### src/rtl/sram_arbiter.sv
// Shares one external SRAM between the CPU (fixed priority) and a DMA requester.
// Define SRAM_ARB_STARVE_GUARD_EN to bound DMA waiting by stalling the CPU via cpu_rdy.
module sram_arbiter #(
  parameter int AW         = 16,
  parameter int DW         = 8,
  parameter int STARVE_MAX = 4
) (
  input  logic          clk,
  input  logic          reset,
  input  logic          cpu_req,
  input  logic          cpu_we,
  input  logic [AW-1:0] cpu_addr,
  input  logic [DW-1:0] cpu_wdata,
  output logic [DW-1:0] cpu_rdata,
  output logic          cpu_rdy,
  input  logic          dma_req,
  input  logic          dma_we,
  input  logic [AW-1:0] dma_addr,
  input  logic [DW-1:0] dma_wdata,
  output logic          dma_ack,
  output logic [DW-1:0] dma_rdata,
  output logic          dma_rvalid,
  output logic [AW-1:0] sram_addr,
  output logic [DW-1:0] sram_dout,
  output logic          sram_oe,
  input  logic [DW-1:0] sram_din
);

  typedef enum logic [1:0] {IDLE, CPU, DMA_WR, DMA_RD} state_t;

  state_t        state, state_next;
  logic          dma_grant, cpu_grant, guard_trip;
  logic [AW-1:0] addr_next;
  logic [DW-1:0] dout_next;
  logic          oe_next;

`ifdef SRAM_ARB_STARVE_GUARD_EN
  logic [3:0] wait_cnt;

  // Counts consecutive denied DMA cycles; reaching STARVE_MAX forces one DMA slot.
  assign guard_trip = !reset && dma_req && (wait_cnt == 4'(STARVE_MAX));
  assign cpu_rdy    = !guard_trip;

  always_ff @(posedge clk) begin
    if (reset)
      wait_cnt <= '0;
    else if (dma_req && !dma_grant)
      wait_cnt <= wait_cnt + 4'd1;
    else
      wait_cnt <= '0;
  end
`else
  assign guard_trip = 1'b0;
  assign cpu_rdy    = 1'b1;
`endif

  always_comb begin
    dma_grant  = 1'b0;
    cpu_grant  = 1'b0;
    state_next = IDLE;
    addr_next  = sram_addr;
    dout_next  = sram_dout;
    oe_next    = 1'b0;
    // No grants while in reset, so a pending DMA request is re-arbitrated afterwards.
    if (!reset) begin
      dma_grant = dma_req && (!cpu_req || guard_trip);
      cpu_grant = cpu_req && !dma_grant;
    end
    if (dma_grant) begin
      state_next = dma_we ? DMA_WR : DMA_RD;
      addr_next  = dma_addr;
      dout_next  = dma_wdata;
      oe_next    = dma_we;
    end else if (cpu_grant) begin
      state_next = CPU;
      addr_next  = cpu_addr;
      dout_next  = cpu_wdata;
      oe_next    = cpu_we;
    end
  end

  assign dma_ack   = dma_grant;
  assign cpu_rdata = sram_din;

  // State names the owner of the access currently on the SRAM pins.
  always_ff @(posedge clk) begin
    if (reset) begin
      state      <= IDLE;
      sram_addr  <= '0;
      sram_dout  <= '0;
      sram_oe    <= 1'b0;
      dma_rdata  <= '0;
      dma_rvalid <= 1'b0;
    end else begin
      state      <= state_next;
      sram_addr  <= addr_next;
      sram_dout  <= dout_next;
      sram_oe    <= oe_next;
      dma_rvalid <= (state == DMA_RD);
      if (state == DMA_RD)
        dma_rdata <= sram_din;
    end
  end

endmodule

### config.mk
export PLATFORM = sky130hd
export DESIGN_NAME = sram_arbiter
export DESIGN_NICKNAME = d
export VERILOG_FILES = /design/src/rtl/sram_arbiter.sv
export SDC_FILE = /design/constraint.sdc
export NUM_CORES = 1
export LEC_CHECK = 0
export ABC_CLOCK_PERIOD_IN_PS = 1300
export CORE_ASPECT_RATIO = 2
export CORE_MARGIN = 2
export CORE_UTILIZATION = 38
export CTS_BUF_LIST = sky130_fd_sc_hd__clkbuf_2 sky130_fd_sc_hd__clkbuf_4 sky130_fd_sc_hd__clkbuf_8
export DETAILED_ROUTE_END_ITERATION = 12
export PLACE_DENSITY = 0.81
export SLEW_MARGIN = 25
export SYNTH_ARGS = -nofsm -noshare
export SYNTH_HDL_FRONTEND = slang
export SYNTH_SLANG_ARGS = --single-unit
### constraint.sdc
create_clock -name clk -period 1.3 [get_ports clk]
set_input_delay 0.26 -clock clk [delete_from_list [all_inputs] [get_ports clk]]
set_output_delay 0.26 -clock clk [all_outputs]
set_load 0.05 [all_outputs]
# Word-level counts from Yosys, hierarchy flattened
# Cells that the tools add are included.
# word_totals
regBits	36
inputBits	62
word_cells	23
output_inout_bits	44
# classes
eq_ne	1
n_mux	11
reduce_logical	5
# ops
cell	n
$mux W16	2
$mux W8	2
$mux W1	6
$eq A2 B2 Y1 const B	1
$logic_and A1 B1 Y1	2
$logic_not A1 Y1	2
$mux W2	1
$reduce_bool A2 Y1	1

# Longest topological paths before layout
# depth
depth_word	7
mapped_depth	4
depth_no_buf	2

# Least setup slack after synthesis
# Ideal clock, no wire load.
# synth_timing
path_kind	in2out
startpoint	input dma_req
endpoint	output dma_ack
slack_ps	-661
required_time_ps	1040
cell_stages	3
t_arrival_ps	1701
path_buffers	2
cell_sequence	buf_6 buf_12 nor3b_1
# synth_between
elab_chain_cells	2
# synth_lines
element	line	source
from (decl)	16	input logic dma_req,
$logic_and A1 B1 Y1	66	dma_grant = dma_req && (!cpu_req || guard_trip);
$mux W1	65	if (!reset) begin
to (decl)	20	output logic dma_ack,
# Every way passes these cells.

# Final worst setup path
# Ends and elaborated chain as after synthesis.

==> results by group <==
Run status
  – Status: finished, final reports clean

Global route
  – Vias in the first global route: 1767
  – Pin count of the biggest net entering global routing: 28
  – Initial antenna violation count: 0
  – First-pass GRT wire length: 8250 µm
  – Aggregate global routing overflow: 0
  – GRT Util Overall: 21.1%

STA
  – Normalized max-slew margin: 61.4%
  – Endpoints failing setup: 0
  – Period utilization: 94.0%
  – Pin slew with the least headroom to its limit: 0.579 ns
  – Slew Viols, Final: 0
  – Clock Skews: 0.00350 ns
  – Hold Vio Cnt, Final: 0
  – Max Clock Freq: 0.819 GHz
  – Hold WS: 0.559 ns
  – Fin crit period: 1.22 ns
  – RSZ-0062 raised after global routing: no
  – Worst Setup Slack, final: 0.0783 ns

Synthesis
  – Syn_nets: 230
  – Synth area leader: dfxtp_1
  – Synth warn: 0
  – Synth Cell Area: 1700 µm²
  – Post-synth cell types: 21
  – Top cell type's share of synthesized area: 42.3%
  – Sequential element share of the synthesized area: 42.3%
  – Post-synthesis register bit count: 36
  – Post-synthesis cell count: 168
  – Post-Syn Area per Cell: 10.1 µm²
  – Top cells by area, synth: dfxtp_1 (42%), mux2i_1 (14%), a211oi_1 (9.3%)

Drt
  – Via density: 4.93
  – Via count: 1572
  – DRT iter0 DRCs: 13
  – Post-detailed-route count of antenna-violating nets: 0
  – WL/cell: 15.6 µm
  – WL final: 4980 µm
  – Met1 wire length: 1690 µm
  – First drt pass iteration count: 4
  – Highest Signal Layer: met4
  – Routed wl met2: 2910 µm
  – Met3 wire length: 366 µm
  – DRC violations left: 0

Hold path
  – Hold Startpoint: reset
  – Worst hold stages: 3
  – Worst min-delay path endpoint: dma_rdata[7]$_SDFFE_PP0P_
  – Hold Crit Class: in -> reg

Placement
  – DP HPWL: 3990 µm
  – Final Wtd Congestion: 0.800
  – Dpl cells: 311
  – Worst slack at placement: -0.263 ns
  – IO buf count: 104

Setup path
  – Reg2reg start: state[1]$_SDFF_PP0_
  – Crit path max fanout: 2
  – FF-to-FF setup slack: 0.22 ns
  – Worst setup SP type: input pin
  – Reg2Reg Depth: 2
  – CP Data Arrival Time: 0.96 ns
  – Required time worst endpoint: 1.04 ns
  – Crit path kind: in -> out
  – Reg-to-Reg End: dma_rdata[4]$_SDFFE_PP0P_
  – CP Capture Type: primary output

Pwr
  – PD cells: 953 nW/µm²
  – Pleak: 1.32 nW
  – Peak supply drop: 0.727 mV

Finish
  – Area Growth Syn to Fin: 92.0%
  – Commonest cells after routing, fill and taps aside: clkdlybuf4s50_1 (58), buf_12 (45), dfxtp_1 (36), mux2i_1 (24), nor2b_1 (24)
  – Most common cell after layout, fill and taps aside: clkdlybuf4s50_1
  – Layout fillers: 273
  – ANT cells: 0
  – Nets: 326
  – Layout cell share with drive strength beyond 1: 27.9%
  – Final Non-Filler Cells: 319

Clock tree
  – Worst-skew pair later-pin latency: 0.27 ns
  – CTS tree: done
  – Worst-path clk slew: 0.07 ns
  – Clock Path Buffers: 2
  – Post-CTS Setup Inserts: 0
  – H-tree depth: 2
  – Total clock sinks: 36
  – Number of buffers created by CTS: 5
  – Root Buffer: clkbuf_8

Floorplan
  – Cell Rows: 34
  – Die Y: 98.7 µm
  – Die Area: 5070 µm²
  – I/O pins: 106
  – Die width: 51.3 µm
  – Starting density of the core: 39.2%
  – Core Region: 4340 µm²

Flow run
  – Max-cap violations: 0
==> worst max-delay path by stage <==
| stage | end | slack [ns] | from |
|---|---|---|---|
| global placement | state[0]$_SDFF_PP0_ | -0.20 | dma_req |
| floorplan | dma_ack | 0.008 | dma_req |
| global route | dma_ack | 0.04 | dma_req |
| detailed placement | sram_addr[15]$_SDFFE_PP0P_ | -0.26 | dma_req |
| CTS | dma_ack | 0.07 | dma_req |
| finish | dma_ack | 0.08 | dma_req |
==> where the power goes <==
part	internal [W]	total (W)	switching (W)
Clock	0.000474	0.000844	0.000370
Sequential	0.00117	0.00124	0.0000726
Combinational	0.000554	0.00103	0.000477
Total	0.00220	0.00312	0.000919
==> state kept, by name, summed over array words and instances (netlist names) <==
name	cells
dma_rdata	8
dma_rvalid	1
sram_addr	16
sram_dout	8
sram_oe	1
state	2
==> metrics by stage <==
| stage | area, µm² | total power (W) | utilization [%] | setup TNS [ns] |
|---|---|---|---|---|
| floorplan | 1710 | 0.00173 | - | 0 |
| global placement | 3180 | 0.00228 | 73.2 | -4.54 |
| detailed placement | 3180 | 0.00231 | 73.2 | -5.65 |
| CTS | 3270 | 0.00316 | 75.3 | 0 |
| global route | 3270 | 0.00324 | 75.3 | 0 |
| finish | 3270 | 0.00312 | 75.3 | 0 |
==> kinds of logic (layout without fill, tap and decap cells) <==
| logic type | count (synthesis) | count (layout) | synth area share, % |
|---|---|---|---|
| muxes | 24 | 24 | 14.1 |
| and+or+nand+nor | 39 | 39 | 13.6 |
| DFF | 36 | 36 | 42.3 |
| buffers and inverters | 26 | 123 | 10.7 |
| other | 1 | 1 | 0.220 |
| AOI/OAI and AO/OA | 42 | 42 | 19.1 |
==> worst max-delay path, cell delays in order <==
cell and delay (ns):
dlygate4sd2_1 0.28, nor3b_4 0.25, buf_12 0.17
==> layout make-up <==
type / instances / area, µm² / share of cell area (%)
Multi-Input combinational cell: 106 / 812 / 24.8
Inverter: 1 / 3.75 / 0.115
Timing Repair Buffer: 114 / 1570 / 48.0
Tap cell: 54 / 67.6 / 2.07
Sequential cell: 36 / 721 / 22.0
Clock buffer: 8 / 97.6 / 2.99
==> repair_timing <==
item / in CTS / in global routing
hold buffers: 0 / 0
gates resized for setup: 3 / 0
setup endpoints to repair: 1 / 0
==> synthesized netlist by cell type, drive strengths merged <==
cell type	instances
a211oi	24
a21bo	8
a21oi	10
buf	22
clkbuf	3
conb	1
dfxtp	36
inv	1
mux2i	24
nand2	2
nand3	8
nand3b	1
nor2	1
nor2b	24
nor3b	2
or2b	1
==> layer usage <==
| layer | GRT usage [%] | vias up |
|---|---|---|
| met5 | 0 | - |
| met4 | 4.86 | 0 |
| met3 | 6.82 | 2 |
| met2 | 39.1 | 64 |
| met1 | 22.3 | 734 |
| li1 | - | 772 |
No activity file was read; power rests on OpenSTA's default activity.
